### config.mk
export PLATFORM = sky130hd
export DESIGN_NAME = peripheral_spram_bb_ctrl
export DESIGN_NICKNAME = d
export VERILOG_FILES = /design/src/rtl/peripheral_spram_bb_ctrl.sv
export SDC_FILE = /design/constraint.sdc
export NUM_CORES = 2
export LEC_CHECK = 0
export ABC_AREA = 1
export CAP_MARGIN = 20
export CORE_MARGIN = 1
export CORE_UTILIZATION = 30
export CTS_BUF_LIST = sky130_fd_sc_hd__clkbuf_8
export CTS_CLUSTER_DIAMETER = 30
export DETAILED_ROUTE_END_ITERATION = 12
export GPL_TIMING_DRIVEN = 0
export SETUP_SLACK_MARGIN = 0.2
export SYNTH_ARGS = -nofsm -noshare
export SYNTH_HDL_FRONTEND = slang
export SYNTH_SLANG_ARGS = --single-unit
### constraint.sdc
create_clock -name clk_i -period 5 [get_ports clk_i]
set_input_delay 0.5 -clock clk_i [delete_from_list [all_inputs] [get_ports clk_i]]
set_output_delay 0.5 -clock clk_i [all_outputs]
set_load 0.01 [all_outputs]
### src/rtl/peripheral_spram_bb_ctrl.sv
// peripheral_spram_bb_ctrl: parametrised single-port RAM slave for the bb bus with wait states, read pipeline and error responses
module peripheral_spram_bb_ctrl #(
  parameter int AW          = 32,
  parameter int DW          = 32,
  parameter int MEM_SIZE    = 256,
  parameter int WAIT_STATES = 0,
  parameter int RD_LATENCY  = 1
) (
  input  logic            clk_i,
  input  logic            rst_ni,
  input  logic            req_i,
  input  logic            we_i,
  input  logic [AW-1:0]   addr_i,
  input  logic [DW/8-1:0] be_i,
  input  logic [DW-1:0]   wdata_i,
  output logic            gnt_o,
  output logic            rvalid_o,
  output logic [DW-1:0]   rdata_o,
  output logic            err_o
);
  localparam int NB    = DW / 8;
  localparam int MW    = $clog2(MEM_SIZE);
  localparam int OW    = $clog2(NB);
  localparam int IW    = MW - OW;
  localparam int DEPTH = MEM_SIZE / NB;
  localparam int CW    = (WAIT_STATES > 0) ? $clog2(WAIT_STATES + 1) : 1;

  typedef enum logic [2:0] {S_IDLE, S_WAIT, S_ACCESS, S_PIPE, S_RESP} state_e;

  state_e          state_q, state_d, first_st;
  logic [CW-1:0]   cnt_q, cnt_d;
  logic            we_q, we_d, bad_q, bad_d, rvalid_q, rvalid_d, err_q, err_d;
  logic            acc, bad;
  logic [IW-1:0]   idx_q, idx_d;
  logic [NB-1:0]   be_q, be_d;
  logic [DW-1:0]   wdata_q, wdata_d, pipe_q, pipe_d, rdata_q, rdata_d, rd_val;
  logic [DW-1:0]   mem [DEPTH];

  assign gnt_o    = (state_q == S_IDLE) || (state_q == S_RESP);
  assign acc      = req_i && gnt_o;
  assign bad      = (addr_i[AW-1:MW] != '0) || ((addr_i & AW'(NB - 1)) != '0);
  assign first_st = (WAIT_STATES > 0) ? S_WAIT : S_ACCESS;
  assign rd_val   = (we_q || bad_q) ? '0 : mem[idx_q];
  assign rvalid_o = rvalid_q;
  assign rdata_o  = rdata_q;
  assign err_o    = err_q;

  // Next state, request capture on acceptance, read pipeline and response registers
  always_comb begin
    state_d  = state_q;
    cnt_d    = cnt_q;
    we_d     = acc ? we_i : we_q;
    bad_d    = acc ? bad : bad_q;
    idx_d    = acc ? addr_i[MW-1:OW] : idx_q;
    be_d     = acc ? be_i : be_q;
    wdata_d  = acc ? wdata_i : wdata_q;
    case (state_q)
      S_IDLE, S_RESP: begin
        state_d = acc ? first_st : S_IDLE;
        cnt_d   = acc ? CW'((WAIT_STATES > 0) ? WAIT_STATES - 1 : 0) : cnt_q;
      end
      S_WAIT: begin
        state_d = (cnt_q == '0) ? S_ACCESS : S_WAIT;
        cnt_d   = (cnt_q == '0) ? cnt_q : cnt_q - CW'(1);
      end
      S_ACCESS: state_d = (RD_LATENCY == 2) ? S_PIPE : S_RESP;
      S_PIPE:   state_d = S_RESP;
      default:  state_d = S_IDLE;
    endcase
    pipe_d   = (state_q == S_ACCESS) ? rd_val : pipe_q;
    rdata_d  = (state_q == S_ACCESS && RD_LATENCY == 1) ? rd_val :
               (state_q == S_PIPE) ? pipe_q : rdata_q;
    rvalid_d = (state_d == S_RESP);
    err_d    = (state_d == S_RESP) ? bad_q : err_q;
  end

  // Control and datapath registers; a reset abandons any in-flight transaction
  always_ff @(posedge clk_i or negedge rst_ni) begin
    if (!rst_ni) begin
      state_q  <= S_IDLE;
      cnt_q    <= '0;
      we_q     <= 1'b0;
      bad_q    <= 1'b0;
      idx_q    <= '0;
      be_q     <= '0;
      wdata_q  <= '0;
      pipe_q   <= '0;
      rdata_q  <= '0;
      rvalid_q <= 1'b0;
      err_q    <= 1'b0;
    end else begin
      state_q  <= state_d;
      cnt_q    <= cnt_d;
      we_q     <= we_d;
      bad_q    <= bad_d;
      idx_q    <= idx_d;
      be_q     <= be_d;
      wdata_q  <= wdata_d;
      pipe_q   <= pipe_d;
      rdata_q  <= rdata_d;
      rvalid_q <= rvalid_d;
      err_q    <= err_d;
    end
  end

  // Byte-masked write at the ACCESS edge; storage is intentionally not reset
  always_ff @(posedge clk_i) begin
    if (state_q == S_ACCESS && we_q && !bad_q)
      for (int k = 0; k < NB; k++)
        if (be_q[k]) mem[idx_q][8*k +: 8] <= wdata_q[8*k +: 8];
  end
endmodule
==> results <==
- The start-to-end type of the worst setup path is reg -> reg.
- The area growth from synthesis to layout is 19.36%.
- The initialized floorplan defines 202 standard-cell rows.
- The flow ran to the end, and the final reports show no timing, DRC or antenna violations.
- At the end of the flow, the number of nets in the layout was about 10,000.
- The count of cells along the worst register-to-register path is 8.
- Setup repair after global routing left no endpoint under its margin.
- The register area share after synthesis is 0.6910.
- In the global route stage, overall resource usage came out at 0.2038.
- The via count of the first global-routing pass is ~61,000.
- The critical path data arrival time is around 5.3 ns.
- The power density over cell area is 419.3 nW/µm².
- The first TritonRoute pass finished after 6 iterations.
- In this run the critical register-to-register path is launched from idx_q[1].
- The per-instance average area after synthesis is a little over 10 µm².
- The tightest hold path in the finished design has a slack of between 0.1 and 0.15 ns.
- Setup violations remaining at the end of the flow were counted as 0.
- In this run the most critical hold path is launched from addr_i[2].
- Broken down by cell family, the worst path's largest delay share belongs to simple AND/OR/NAND/NOR gates.
- The most used flip-flop cell after synthesis is sky130_fd_sc_hd__edfxtp_1.
- The routed length per instance is roughly 23 µm.
- The later pin in the worst-skew pair is clocked with a latency of between 1 and 1.5 ns.
- After detailed routing, the number of remaining DRC violations is 0.
- The effective utilization at floorplan is 0.3024.
- Entering global routing, the biggest net connects between 60 and 70 pins.
- The worst-margin pin slew is roughly 1.3 ns.
- Input and output buffers added on the ports amount to 106.
- The root buffer cell chosen for the clock tree is sky130_fd_sc_hd__clkbuf_8.
- The detailed router placed 66,142 vias in this run.
- For this run, global-route usage on met1 was measured as 0.2549.
- Synthesis inferred 2,127 register bits.
- The number of distinct library cell variants in the gate-level netlist after synthesis is 26.
- The critical path crosses 8 cells after its start point.
- The Yosys warning count is 0.
- The clock period minus final worst setup slack is approximately 4.6 ns.
- The synthesized design contains 2,048 enable-type register cells.
- The total placed cells including tap cells is between 10,000 and 15,000.
- The combinational fraction of design power is 0.120.
- The clock passes through at most 4 buffers.
- For the worst setup path, the data required time is 5.69 ns.
- IR analysis of the VDD net gives a maximum drop of ~0.00026 V.
- The detail route stage leaves a number of antenna-violating nets equal to 0.
- For this run, the top clock speed supported by timing is approximately 220 MHz.
- The layout filler cell count is approximately 30,000.
- Tracing the worst setup path back leads to its startpoint at idx_q[1].
- The HPWL after detailed placement is approximately 230,000 µm.
- The total count of hold-check failures in the final report came to 0.
- The final standard cell count with taps included and fillers excluded is between 10,000 and 15,000.
- The critical path goes through nor2_2, buf_2, buf_2, inv_1, nor2_2, buf_8, nand2_1, nor2_1.
- The area of the die is 308,400 µm².
- Dividing the final minimum period by the clock period gives 0.9261.
- In the synthesized netlist, the cells that appear most often are 2,847 x sky130_fd_sc_hd__nand2_1, 2,048 x sky130_fd_sc_hd__edfxtp_1, 1,866 x sky130_fd_sc_hd__inv_1.
- The worst hold path was traced through 3 stages.
- Of the total power, the share spent switching nets is 0.2822.
- The share of total power dissipated in the clock network is 0.432.
- STA classifies the critical path endpoint as a flip-flop.
- The number of antenna violations at the first check in global routing is 41.
- The final cell utilization of the core is 0.3609.
- The routability congestion estimate is 1.010.
- The number of top-level design ports is 107.
- The clock-pin slew on the worst setup and hold paths is roughly 0.060 ns.
- The setup check on the worst reg-to-reg path leaves a slack of around 0.37 ns.
- The worst min-delay path class is in -> reg.
- The first routing iteration left roughly 8,500 violations.
- The met2 usage is 0.3142.
- The share of Yosys cell area claimed by the top area cell type is 0.6695.
- After global routing the overflow that remains totals 0.
- The mapped netlist covers about 92,000 µm².
- The worst stage delay on the critical path is 1.02 ns.
- Cell internal power was estimated by the tool at 0.03300 W.
- CTS saw around 2,100 sinks.
- The die is 555.4 µm wide.
- The die span in y is 555.4 µm.
- The register share of total power is 0.448.
- The CTS buffer count is approximately 460.
- By area the synthesized netlist is led by sky130_fd_sc_hd__edfxtp_1 67%, sky130_fd_sc_hd__nand2_1 12%, sky130_fd_sc_hd__inv_1 7.6%, sky130_fd_sc_hd__nand3_1 5.2%, sky130_fd_sc_hd__dfrtp_1 2.2%.
- The worst flop-to-flop path endpoint is mem[25][1].
- The most frequent cell after synthesis is sky130_fd_sc_hd__nand2_1.
- Counting both buffers and inverters, the worst setup path holds a total of 4.
- The fraction of registers with async set/reset is 0.03714.
- The number of gates given a new drive strength after cts is 0.
- STA classifies the critical path startpoint as a flip-flop.
- The final layout contains routed wiring with a total length of ~320,000 µm.
- The layer carrying the most global-route usage is met2.
- Following the worst setup path forward leads to its endpoint at mem[25][1].
- The largest total area in the synthesized netlist belongs to sky130_fd_sc_hd__edfxtp_1.
- Once the clock tree was built, the setup fixing pass inserted 0 buffers.
- The number of pins exceeding their max-slew limit in the final report is 0.
- The analysis attributes to net switching a power of between 0.01 and 0.015 W.
- The placeable core region is 303,800 µm².
- The final worst clock skew is ~0.13 ns.
- The global-route wire length before repair is 443,500 µm.
- The CTS tree is done.
- The H-tree generated during clock tree synthesis spans 5 levels.
- The synthesized netlist cell count is between 9,000 and 10,000.
- The master of the slowest instance on the critical path is sky130_fd_sc_hd__nor2_1.
- The analysis attributes to cell leakage a power of between 40 and 50 nW.
- For met3 alone, demand over resource in global routing was 0.05398.
- The number of nets handed over by synthesis was approximately 9,100.
- The maximum fanout along the worst path is 10.
- In this run the tightest slew margin relative to its limit is 0.1169.
- In the final layout, the share of cells above drive strength 1 is 0.1129.
- The ratio of routed vias to standard cells is around 4.7.
- Max-cap violations in this run came to 0.
==> layout make-up <==
cell class / count / area, µm² / share of cell area
antenna: 21 / 52.55 / 0.0004793
buffer: 412 / 1893 / 0.01726
clock buffer: 466 / 6414 / 0.05849
clock inverter: 365 / 3253 / 0.02967
inverter: 1869 / 7018 / 0.06400
multi-input combinational: 4645 / 19500 / 0.1779
sequential: 2127 / 63590 / 0.5799
tap: 4080 / 5105 / 0.04656
timing repair buffer: 231 / 2825 / 0.02577
==> logic make-up after synthesis <==
logic type,count (synthesis),share of synthesized area
simple gates,4350,0.1950
flops,2127,0.6910
buf+inv,2281,0.09701
compound gates,295,0.01698
==> power by group through the flow <==
stage	registers [W]	clock network (W)	logic, W
floorplan	0.0207	0	0.00232
global placement	0.0215	0	0.00454
detailed placement	0.0209	0	0.00531
CTS	0.0206	0.0199	0.00536
global route	0.0206	0.0208	0.00572
finish	0.0206	0.0199	0.00552
==> worst register-to-register path: stages (launching register included) <==
cell and delay [ns]:
sky130_fd_sc_hd__dfrtp_1 0.43, sky130_fd_sc_hd__nor2_2 0.62, sky130_fd_sc_hd__buf_2 0.53, sky130_fd_sc_hd__buf_2 0.32, sky130_fd_sc_hd__inv_1 0.13, sky130_fd_sc_hd__nor2_2 0.63
sky130_fd_sc_hd__buf_8 0.26, sky130_fd_sc_hd__nand2_1 0.25, sky130_fd_sc_hd__nor2_1 1.02
==> repair_timing <==
item                                   4_1_cts  5_1_grt
endpoints found under the hold margin      119        0
setup endpoints to repair                    0        0
hold buffers                                44        0
==> per-stage QoR <==
stage	total power (W)	instance area (µm²)	worst slack [ns]	setup TNS (ns)
global route	0.04707	109600	0.5427	0
floorplan	0.02307	91860	2.816	0
global placement	0.02602	98030	-0.4821	-38.48
finish	0.04597	109600	0.3695	0
CTS	0.04584	109500	0.6283	0
detailed placement	0.02622	99420	0.7277	0
==> placed cells by master, fill, tap and decap left out, types with 15 or more instances in the layout <==
master	count
sky130_fd_sc_hd__or2_1	52
sky130_fd_sc_hd__edfxtp_1	2048
sky130_fd_sc_hd__buf_16	19
sky130_fd_sc_hd__bufinv_16	57
sky130_fd_sc_hd__clkinvlp_4	38
sky130_fd_sc_hd__inv_1	1945
sky130_fd_sc_hd__dfrtp_4	28
sky130_fd_sc_hd__nor2_1	384
sky130_fd_sc_hd__buf_4	24
sky130_fd_sc_hd__clkdlybuf4s50_1	105
sky130_fd_sc_hd__dfrtp_1	47
sky130_fd_sc_hd__o21ai_0	226
sky130_fd_sc_hd__clkinv_4	15
sky130_fd_sc_hd__o211ai_1	32
sky130_fd_sc_hd__clkbuf_8	466
sky130_fd_sc_hd__or2_2	75
sky130_fd_sc_hd__nand3_1	961
sky130_fd_sc_hd__clkbuf_1	141
sky130_fd_sc_hd__diode_2	21
sky130_fd_sc_hd__buf_2	253
sky130_fd_sc_hd__buf_6	19
sky130_fd_sc_hd__dlygate4sd3_1	43
sky130_fd_sc_hd__o21ai_1	35
sky130_fd_sc_hd__nand2_1	2847
sky130_fd_sc_hd__clkinv_1	80
sky130_fd_sc_hd__clkinv_2	88
==> worst min path at each step <==
stage	endpoint	slack [ns]
after CTS	idx_q[0]	0.06
after global placement	err_o	0.46
final	idx_q[0]	0.14
after floorplan	bad_q	0.20
after global routing	idx_q[0]	0.11
after detailed placement	rdata_o[5]	0.46
==> metal layers <==
layer,vias up,wire length [µm]
met5,-,127
met4,22,21330
met3,738,37520
met2,3757,141400
met1,31484,120800
li1,30141,-
==> sequential cells by signal, indices dropped and copies added, names as in the netlist <==
register / flops
be_q: 4
idx_q: 6
err_o: 1
bad_q: 1
wdata_q: 32
rdata_o: 32
rvalid_o: 1
mem: 2048
state_q: 1
we_q: 1
Note: power is estimated with default switching activity, not from simulation.
